File: src/rtl/riscv_v_result_pipe_pkg.sv
// Shared types for the vector result pipe: register-file write bundle carried by each stage.
// Latency: n/a (types only).
// Backpressure: n/a.
package riscv_v_pkg;

    localparam int VLEN = 128;
    localparam int NREG = 32;
    localparam int AW   = $clog2(NREG);

    typedef logic [VLEN-1:0]   riscv_v_data_t;
    typedef logic [VLEN/8-1:0] riscv_v_rf_wr_en_t;
    typedef logic [AW-1:0]     riscv_instr_rd_t;

    // All-zero enables mark a bubble; addr/data are then don't-care but kept at zero.
    typedef struct packed {
        riscv_v_rf_wr_en_t en;
        riscv_instr_rd_t   addr;
        riscv_v_data_t     data;
    } riscv_v_result_stage_t;

endpackage

File: src/rtl/riscv_v_result_pipe_if.sv
// Execute-to-result-pipe handshake bundle: the execute stage is master, the pipe is slave.
// Latency: n/a (wires only).
// Backpressure: ready_exe driven by the slave.
interface riscv_v_result_pipe_if #(
    parameter int VLEN = 128,
    parameter int NREG = 32
);
    logic                    valid_exe;
    logic                    ready_exe;
    logic [VLEN-1:0]         alu_result_exe;
    logic [VLEN-1:0]         mask_result_exe;
    logic [VLEN/8-1:0]       rf_wr_en_exe;
    logic [$clog2(NREG)-1:0] rf_wr_addr_exe;
    logic                    is_mask_exe;

    modport master (
        output valid_exe, alu_result_exe, mask_result_exe, rf_wr_en_exe,
               rf_wr_addr_exe, is_mask_exe,
        input  ready_exe
    );

    modport slave (
        input  valid_exe, alu_result_exe, mask_result_exe, rf_wr_en_exe,
               rf_wr_addr_exe, is_mask_exe,
        output ready_exe
    );
endinterface

File: src/rtl/riscv_v_result_pipe_stage.sv
// One result-pipe stage register with hold and bubble insertion.
// Latency: 1 cycle.
// Backpressure: hold freezes contents; kill loads a bubble instead of d.
module riscv_v_result_stage
    import riscv_v_pkg::*;
(
    input  logic                  clk,
    input  logic                  rst,
    input  logic                  hold,
    input  logic                  kill,
    input  riscv_v_result_stage_t d,
    output riscv_v_result_stage_t q
);

    // hold wins over kill so a frozen stage also ignores squash requests.
    always_ff @(posedge clk or posedge rst) begin
        if (rst)
            q <= '0;
        else if (!hold)
            q <= kill ? '0 : d;
    end

endmodule

File: src/rtl/riscv_v_result_pipe.sv
// Vector result pipe: execute result -> mem -> wb, with bypass taps and one-shot RF write.
// Latency: 2 cycles from transfer to wb; mask routing enabled by macro RISCV_V_MASK_WB_EN.
// Backpressure: ready_exe = !stall; stall freezes mem and wb, and the wb entry writes only once.
module riscv_v_result_pipe #(
    parameter int VLEN = riscv_v_pkg::VLEN,
    parameter int NREG = riscv_v_pkg::NREG
) (
    input  logic                    clk,
    input  logic                    rst,
    riscv_v_result_pipe_if.slave    exe,
    input  logic                    stall,
    input  logic                    flush,
    output logic [VLEN/8-1:0]       rf_wr_en_mem,
    output logic [$clog2(NREG)-1:0] rf_wr_addr_mem,
    output logic [VLEN-1:0]         rf_wr_data_mem,
    output logic [VLEN/8-1:0]       rf_wr_en_wb,
    output logic [$clog2(NREG)-1:0] rf_wr_addr_wb,
    output logic [VLEN-1:0]         rf_wr_data_wb,
    output logic [VLEN/8-1:0]       rf_we,
    output logic [31:0]             wr_count
);
    import riscv_v_pkg::*;

    localparam int EW = VLEN / 8;

    logic                  xfer;
    logic                  wb_done;
    logic                  wb_fire;
    riscv_v_result_stage_t mem_d;
    riscv_v_result_stage_t mem_q;
    riscv_v_result_stage_t wb_q;

    assign exe.ready_exe = !stall;
    assign xfer          = exe.valid_exe && !stall;

    always_comb begin
        mem_d.en   = exe.rf_wr_en_exe;
        mem_d.addr = exe.rf_wr_addr_exe;
        mem_d.data = exe.alu_result_exe;
`ifdef RISCV_V_MASK_WB_EN
        // Mask results always land in v0.
        if (exe.is_mask_exe) begin
            mem_d.addr = '0;
            mem_d.data = exe.mask_result_exe;
        end
`endif
    end

`ifndef RISCV_V_MASK_WB_EN
    logic unused_mask;
    assign unused_mask = ^{exe.is_mask_exe, exe.mask_result_exe};
`endif

    riscv_v_result_stage u_mem (
        .clk  (clk),
        .rst  (rst),
        .hold (stall),
        .kill (!xfer || flush),
        .d    (mem_d),
        .q    (mem_q)
    );

    riscv_v_result_stage u_wb (
        .clk  (clk),
        .rst  (rst),
        .hold (stall),
        .kill (1'b0),
        .d    (mem_q),
        .q    (wb_q)
    );

    assign rf_wr_en_mem   = mem_q.en;
    assign rf_wr_addr_mem = mem_q.addr;
    assign rf_wr_data_mem = mem_q.data;
    assign rf_wr_en_wb    = wb_q.en;
    assign rf_wr_addr_wb  = wb_q.addr;
    assign rf_wr_data_wb  = wb_q.data;

    assign wb_fire = (|wb_q.en) && !wb_done;
    assign rf_we   = {EW{wb_fire}};

    // wb reloads on every unstalled edge, so that is where the write-once flag clears.
    always_ff @(posedge clk or posedge rst) begin
        if (rst)
            wb_done <= 1'b0;
        else if (!stall)
            wb_done <= 1'b0;
        else if (wb_fire)
            wb_done <= 1'b1;
    end

    always_ff @(posedge clk or posedge rst) begin
        if (rst)
            wr_count <= '0;
        else if (wb_fire)
            wr_count <= wr_count + 32'd1;
    end

endmodule

File: src/flat_wrapper.sv
// flat-port wrapper written by rule: the top's interface ports become plain ports
module riscv_v_result_pipe_flat import riscv_v_pkg::*;
#(
    parameter int VLEN = riscv_v_pkg::VLEN,
    parameter int NREG = riscv_v_pkg::NREG
)
  (clk, rst, stall, flush, rf_wr_en_mem, rf_wr_addr_mem, rf_wr_data_mem, rf_wr_en_wb, rf_wr_addr_wb, rf_wr_data_wb, rf_we, wr_count, exe_valid_exe, exe_alu_result_exe, exe_mask_result_exe, exe_rf_wr_en_exe, exe_rf_wr_addr_exe, exe_is_mask_exe, exe_ready_exe);
  riscv_v_result_pipe_if #(.VLEN(VLEN), .NREG(NREG)) exe_i ();
  input  logic clk;
  input  logic rst;
  input  logic stall;
  input  logic flush;
  output logic [VLEN/8-1:0] rf_wr_en_mem;
  output logic [$clog2(NREG)-1:0] rf_wr_addr_mem;
  output logic [VLEN-1:0] rf_wr_data_mem;
  output logic [VLEN/8-1:0] rf_wr_en_wb;
  output logic [$clog2(NREG)-1:0] rf_wr_addr_wb;
  output logic [VLEN-1:0] rf_wr_data_wb;
  output logic [VLEN/8-1:0] rf_we;
  output logic [31:0] wr_count;
  input wire logic [$bits(exe_i.valid_exe)-1:0] exe_valid_exe;
  input wire logic [$bits(exe_i.alu_result_exe)-1:0] exe_alu_result_exe;
  input wire logic [$bits(exe_i.mask_result_exe)-1:0] exe_mask_result_exe;
  input wire logic [$bits(exe_i.rf_wr_en_exe)-1:0] exe_rf_wr_en_exe;
  input wire logic [$bits(exe_i.rf_wr_addr_exe)-1:0] exe_rf_wr_addr_exe;
  input wire logic [$bits(exe_i.is_mask_exe)-1:0] exe_is_mask_exe;
  output wire logic [$bits(exe_i.ready_exe)-1:0] exe_ready_exe;
  assign exe_i.valid_exe = exe_valid_exe;
  assign exe_i.alu_result_exe = exe_alu_result_exe;
  assign exe_i.mask_result_exe = exe_mask_result_exe;
  assign exe_i.rf_wr_en_exe = exe_rf_wr_en_exe;
  assign exe_i.rf_wr_addr_exe = exe_rf_wr_addr_exe;
  assign exe_i.is_mask_exe = exe_is_mask_exe;
  assign exe_ready_exe = exe_i.ready_exe;
  riscv_v_result_pipe #(.VLEN(VLEN), .NREG(NREG)) u_core (.clk(clk), .rst(rst), .exe(exe_i), .stall(stall), .flush(flush), .rf_wr_en_mem(rf_wr_en_mem), .rf_wr_addr_mem(rf_wr_addr_mem), .rf_wr_data_mem(rf_wr_data_mem), .rf_wr_en_wb(rf_wr_en_wb), .rf_wr_addr_wb(rf_wr_addr_wb), .rf_wr_data_wb(rf_wr_data_wb), .rf_we(rf_we), .wr_count(wr_count));
endmodule
File: config.mk
export PLATFORM = sky130hd
export DESIGN_NAME = riscv_v_result_pipe_flat
export DESIGN_NICKNAME = d
export VERILOG_FILES = /design/src/rtl/riscv_v_result_pipe_pkg.sv /design/src/rtl/riscv_v_result_pipe_if.sv /design/src/rtl/riscv_v_result_pipe_stage.sv /design/src/rtl/riscv_v_result_pipe.sv /design/src/flat_wrapper.sv
export SDC_FILE = /design/constraint.sdc
export NUM_CORES = 1
export LEC_CHECK = 0
export ABC_AREA = 0
export CAP_MARGIN = 20
export CORE_AREA = 4 4 240 242
export DETAILED_ROUTE_END_ITERATION = 7
export DIE_AREA = 0 0 244 246
export GPL_TIMING_DRIVEN = 1
export MAX_ROUTING_LAYER = met4
export PLACE_DENSITY_LB_ADDON = 0.05
export SLEW_MARGIN = 40
export SYNTH_ARGS = -nofsm -noshare
export SYNTH_HDL_FRONTEND = slang
export SYNTH_SLANG_ARGS = --single-unit
File: constraint.sdc
create_clock -name clk -period 20.3 [get_ports clk]
set_input_delay 4.06 -clock clk [delete_from_list [all_inputs] [get_ports clk]]
set_output_delay 4.06 -clock clk [all_outputs]
set_load 0.05 [all_outputs]
# == After elaboration in Yosys (flattened, before gate mapping) ==
# Cells that the tools add are included.
# word_totals
ff_bits,331
inputBits,283
output_inout_bits,347
# op_classes
n_addsub,1
eq_ne,1
muxes,3
n_reduce_logical,7
# ops
op,count
two-way mux 149 bit,1
"adder 32 x 1 -> 32 bit, second input constant",1
OR reduction 16 bit,1
logical NOT 1 bit,3
logical AND 1 bit,2
two-way mux 1 bit,2
"!= test 2 x 1 -> 1 bit, second input constant",1
logical OR 1 bit,1

# == Logic depth before layout (Yosys ltp) ==
# Gate-level depths: netlist of the first run.
# depth
ltp_word,5
depth_mapped,7
depth_no_buf,6

# == Modules after synthesis ==
# From an unflattened synthesis of the first run, not the netlist that was laid out.
# hier_totals
cells_unflattened,834
hier_area_um2,12403.1
# by_module_without_submodules
mod,n_inst,cells_per_inst,area_each_um2,seq_area_each_um2
riscv_v_result_stage,2,335,5297.6,3728.6
riscv_v_result_pipe,1,164,1808.0,825.8

# == Worst setup path before layout of the first run ==
# No wires, ideal clock.
# synth_path
path_type,input to output
start,in stall
end,out exe_ready_exe
arrival_time_ns,5.106
t_required_ns,16.240
slack_ns,11.134
cell_stages,4
path_buffers,3
path_cell_list,clkbuf_1 buf_2 clkbuf_1 inv_1
# synth_via
elab_chain_len,1
# synth_lines
item,line_no,rtl
"start, declared",flat_wrapper.sv:11,input logic stall;
logical NOT 1 bit,riscv_v_result_pipe.sv:33,assign exe.ready_exe = !stall;
"end, declared",flat_wrapper.sv:27,output wire logic [$bits(exe_i.ready_exe)-1:0] exe_ready_exe;
# No other way between the ends.

# == Worst setup path in the final report of the first run ==
# Same ends and word-level chain as after synthesis.

==> metrics.txt, run 1 <==
worst hold stages=1; drt via density=4.24; area grow syn2layout=59.4%; DR vias=8780; Hold Path Sink=u_core.wr_count[31]; die extent in y=246 um; Top-Level Pins=630; IO buf count=500; Pleak=8.64 nW; H-tree levels=2; Worst EP required=16.24 ns; clock sink count=331; Post-Synthesis Cell Area=0.0123 mm^2; Critical path origin=stall; Setup WS post-layout=10.87 ns; Max Freq=0.106 GHz; Yosys warning count=0; initial antenna violation count=6; MaxCap Viol Count=0; FF-to-FF setup slack=17.97 ns; GPL Wtd Cong=0.755; FF-to-FF path depth=6; number of synthesized flops with an enable pin=0; Power Total=1.95 mW; Synth async-reset ratio=100%; Cell Rows=86; Worst Clk Skew=0.0249 ns; clock-pin transition on the worst setup and hold timing paths=0.05 ns; worst rel slew slack=46.4%; post-CTS sizing=0; Critical Path Source Type=input port; Die Span X=244 um; Slew Viols, Final=0; top-count cell post-synth=dfrtp_1; maximum clock path buffer count=3; initial drt markers=299; Post-CTS Hold Buffers=0; origin of the critical flop-to-flop path=u_core.u_wb.q[141]; setup TNS=0 ns; Place WS=10.86 ns; CP endpoint kind=output pin; CTS tree=yes; worst skew pair latency=0.56 ns; area of the core=0.0551 mm^2; Yosys top cell area share=67.4%; Worst Hold Class=reg -> reg; Starting Density=22.3%; total track usage=15.2%; PwrDens=99.2 mW/mm^2; final global-route overflow total=0; Placed Instances=1988; Data arrival, critical path=5.37 ns; nets=1570; Peak VDD IR=0.0578 mV; WL/cell=22.0 um; worst slew pin tran=0.801 ns; die area=0.0600 mm^2; DRC=0; Synth cell types=29; status=finished clean; root buffer cell=clkbuf_16; sequential share of the synthesized area=67.4%; cell taking the most area after synthesis=dfrtp_1; min Tclk post-route=9.43 ns; ys flop type=dfrtp_1; largest net degree at the start of global routing=150; non-filler cells, final=2072; number of antenna-violating nets in the routed design=0; final WL=45.5 mm; Post-synth top cells=dfrtp_1 (331), mux2_2 (150), a22o_1 (149), clkbuf_1 (44), xnor2_1 (23); maximum fanout along the worst path=62; syn_area_per_cell=15.4 um^2; CTS Buf Count=43; first-pass GRT wire length=66.7 mm; RSZ-0062 raised after global routing=false; Setup Buffers After CTS=0; ratio of cells with drive above 1 in the final layout=18.0%; HP Start=u_core.wr_count[31]; WS Path Type=in -> out; Final period util=46.5%; fill count=5481; vias in the first global route=9360; Critical R2R Capture=u_core.wr_count[21]; Cells after Synth=801; Detail Placement HPWL=31.6 mm; Area contributors post-synth=dfrtp_1 (67%), mux2_2 (14%), a22o_1 (11%); Setup-failing EPs final=0; syn_nets=1085; Yosys reg bits=331; Final Hold Fails=0; Pre-antenna DRT Iters=4
-- per-layer routing --
metal  wire length [um]  GRT usage [%]  vias to the layer above
met3               5730           8.53                       44
met2              19400           21.6                      334
met4                674           3.38                        0
met5                  0              -                        -
met1              19700           18.9                     4480
li1                   -              -                     3922
-- worst max-delay path by stage --
| stage | end | slack (ns) | cells after the start |
|---|---|---|---|
| after global placement | exe_ready_exe | 10.85 | 3 |
| after floorplan | u_core.u_mem.q[0] | 7.07 | 1 |
| after detailed placement | exe_ready_exe | 10.86 | 3 |
| final | exe_ready_exe | 10.87 | 3 |
| after CTS | exe_ready_exe | 10.86 | 3 |
| after global routing | exe_ready_exe | 10.80 | 3 |
-- cell type report --
type / count / area, um^2 / share of cell area, %
Antenna cell: 7 / 17.5 / 0.0894
Clock buffer: 64 / 1290 / 6.56
Clock inverter: 12 / 154 / 0.785
Inverter: 4 / 27.5 / 0.140
Multi-Input combinational cell: 396 / 3690 / 18.8
Sequential cell: 331 / 8280 / 42.3
Tap cell: 748 / 936 / 4.77
Timing Repair Buffer: 510 / 5210 / 26.6
-- flip-flops by register name, summed over array words and instances (netlist names) --
signal / cells
u_core.u_mem.q: 149
u_core.u_wb.q: 149
u_core.wb_done: 1
u_core.wr_count: 32
-- layout by cell type, fill, tap and decap left out, types with 7 or more instances in the layout --
cell type | synthesis | routed
nor2_1 | 7 | 7
xnor2_1 | 23 | 23
nand4_1 | 12 | 12
clkdlybuf4s50_1 | 0 | 499
xor2_1 | 7 | 7
nand2_1 | 9 | 9
dfrtp_1 | 331 | 331
a22o_1 | 149 | 149
diode_2 | 0 | 7
mux2_2 | 150 | 150
clkbuf_16 | 0 | 44
clkbuf_1 | 44 | 9
nand3_1 | 12 | 12
clkbuf_8 | 0 | 11
-- report_power, final --
group	leakage [nW]	internal [mW]	total [mW]	switching [mW]
clock	0.714	0.475	0.772	0.296
sequential	4.47	0.706	0.741	0.0348
combinational	3.46	0.155	0.433	0.278
-- through the flow --
step / utilization, % / hold WS, ns / instance area (um^2)
after global placement: 32.7 / 0.465 / 18000
after global routing: 35.6 / 0.499 / 19600
final: 35.6 / 0.481 / 19600
after floorplan: - / 0.466 / 12300
after CTS: 35.5 / 0.484 / 19500
after detailed placement: 32.9 / 0.468 / 18100
-- logic make-up (layout without fill, tap and decap cells) --
family,after synthesis,after routing,synth area share [%]
compound gates,150,150,10.7
xor+xnor,31,31,2.27
fa+ha+maj,1,1,0.102
buf+inv,74,590,2.90
flops,331,331,67.4
mux,150,150,13.7
other cells,0,7,0
simple gates,64,64,2.94
-- worst max-delay path, stage by stage --
cell             delay [ns]
buf_8                  0.36
inv_1                  0.12
clkdlybuf4s50_1        0.77
Power figures use the tool's default switching activity.
==> run 2: changes to the inputs <==
CORE_AREA = 4 4 241 243   (was 4 4 240 242)
DIE_AREA = 0 0 245 247   (was 0 0 244 246)
clock period = 9.29 ns   (was 20.3 ns; I/O delays follow)
==> run 2 against run 1 <==
Core utilization fell by 0.76 points. Sequential share of layout area rose by 0.26 points. First-iteration DRC count rose by 1.3%. Clock skew fell by 0.0072 ns. Clock power rose by 110%. Via count fell by 0.63%. Critical path type unchanged. Sequential power rose by 120%. Final area fell by 0.61%. Count of clock-buffer cells in the layout rose by 2. Non-clock buffer count rose by 2. Hold slack improved by 0.0067 ns.
==> metrics.txt, run 2 (synthesis gave the netlist of run 1 again) <==
WP buf/inv=3; area grow syn2layout=58.5%; Post-CTS Hold Buffers=0; number of antenna-violating nets in the routed design=0; worst skew pair latency=0.55 ns; WL/cell=21.7 um; CP endpoint kind=output pin; worst slew pin tran=0.729 ns; Slew Viols, Final=0; maximum fanout along the worst path=90; GPL Wtd Cong=0.727; commonest cells after routing, fill and taps aside=clkdlybuf4s50_1 (499), dfrtp_1 (331), mux2_2 (150), a22o_1 (149), clkbuf_16 (43); IO buf count=500; WS Path Type=in -> out; kind of cell adding the most delay to the critical path=buffers and inverters; drt via density=4.21; final core area utilization=34.8%; Worst EP required=7.43 ns; largest net degree at the start of global routing=150; RSZ-0062 raised after global routing=false; Pre-antenna DRT Iters=4; Worst Clk Skew=0.0177 ns; Setup-failing EPs final=0; Critical-path top delay cell=clkdlybuf4s50_1; Setup Buffers After CTS=0; Place WS=4.07 ns; critical path, cell by cell=buf_8 > inv_1 > clkdlybuf4s50_1; final global-route overflow total=0; Final period util=56.1%; worst stage delay on the critical path=0.79 ns; initial antenna violation count=4; die extent in y=247 um; area of the core=0.0560 mm^2; Cell Rows=87; total track usage=14.9%; Largest regs=u_core.u_mem.q (149), u_core.u_wb.q (149), u_core.wr_count (32); PwrDens=214 mW/mm^2; H-tree levels=2; Die Span X=245 um; min Tclk post-route=5.21 ns; root buffer cell=clkbuf_16; clock sink count=331; first-pass GRT wire length=65.9 mm; clock-pin transition on the worst setup and hold timing paths=0.05 ns; post-CTS sizing=0; MaxCap Viol Count=0; DRC=0; die area=0.0605 mm^2; DR vias=8725; CTS Buf Count=42; nets=1571; initial drt markers=303; Worst Hold Class=reg -> reg; Final Hold Fails=0; Pleak=8.58 nW; worst rel slew slack=51.2%; Critical Path Source Type=input port; status=finished clean; Data arrival, critical path=3.35 ns; CTS tree=yes; Max Freq=0.192 GHz; Peak VDD IR=0.104 mV; final WL=44.9 mm; ratio of cells with drive above 1 in the final layout=17.8%; most common cell after layout, fill and taps aside=clkdlybuf4s50_1; Top-Level Pins=630; maximum clock path buffer count=3; setup TNS=0 ns; vias in the first global route=9545; Starting Density=22.0%; Setup WS post-layout=4.08 ns; Detail Placement HPWL=31.3 mm
==> run 2: cell types whose count changed in the layout (fill, tap and decap cells not counted), sizes merged <==
| cell | delta |
|---|---|
| clkinvlp | +1 |
| inv | -2 |
| clkinv | -4 |
| buf | +2 |
| bufinv | -2 |
| diode | -3 |
| clkbuf | +2 |
==> run 2: final cells by class <==
class | instances | area (um^2)
Clock buffer | 66 | 1290
Tap cell | 756 | 946
Fill cell | 5590 | 36500
Inverter | 4 | 18.8
Clock inverter | 5 | 53.8
Multi-Input combinational cell | 396 | 3690
Sequential cell | 331 | 8280
Antenna cell | 4 | 10.0
Timing Repair Buffer | 512 | 5180
==> run 2: final timing paths <==
kind	from	end	slack, ns	cells past startpoint
worst max-delay path	stall	exe_ready_exe	4.08	3
worst min-delay path	u_core.wr_count[31]	u_core.wr_count[31]	0.49	1
worst max register to register	u_core.u_wb.q[133]	u_core.wr_count[21]	7.03	6
worst min register to register	u_core.wr_count[31]	u_core.wr_count[31]	0.49	1
max in group asynchronous	rst	u_core.u_wb.q[58]	6.23	5
min in group asynchronous	rst	u_core.u_wb.q[114]	1.80	3
==> run 2: metrics by stage <==
stage | cells | total power [mW] | hold WS, ns | area (um^2)
final | 2074 | 4.16 | 0.488 | 19500
after global placement | 1997 | 2.60 | 0.467 | 18000
after floorplan | 801 | 2.22 | 0.466 | 12300
after global routing | 2074 | 4.35 | 0.509 | 19500
after detailed placement | 1998 | 2.60 | 0.482 | 18100
after CTS | 2069 | 4.25 | 0.493 | 19400
==> run 2: worst register-to-register path, delay by kind of cell (launching register included) <==
family	cells	cell delay [ns]
compound gates	1	0.18
buf+inv	1	0.28
flops	1	0.40
xor+xnor	1	0.13
simple gates	3	1.13
==> run 2: routing by layer <==
metal | GRT usage (%) | wire length, um
met5 | - | 0
met4 | 3.81 | 841
met3 | 7.96 | 5310
met2 | 21.6 | 19900
met1 | 18.2 | 18900
==> run 2: where the power goes <==
group	switching, mW	internal (mW)	total, mW
Combinational	0.607	0.338	0.944
Clock	0.624	0.974	1.60
Sequential	0.0752	1.54	1.62
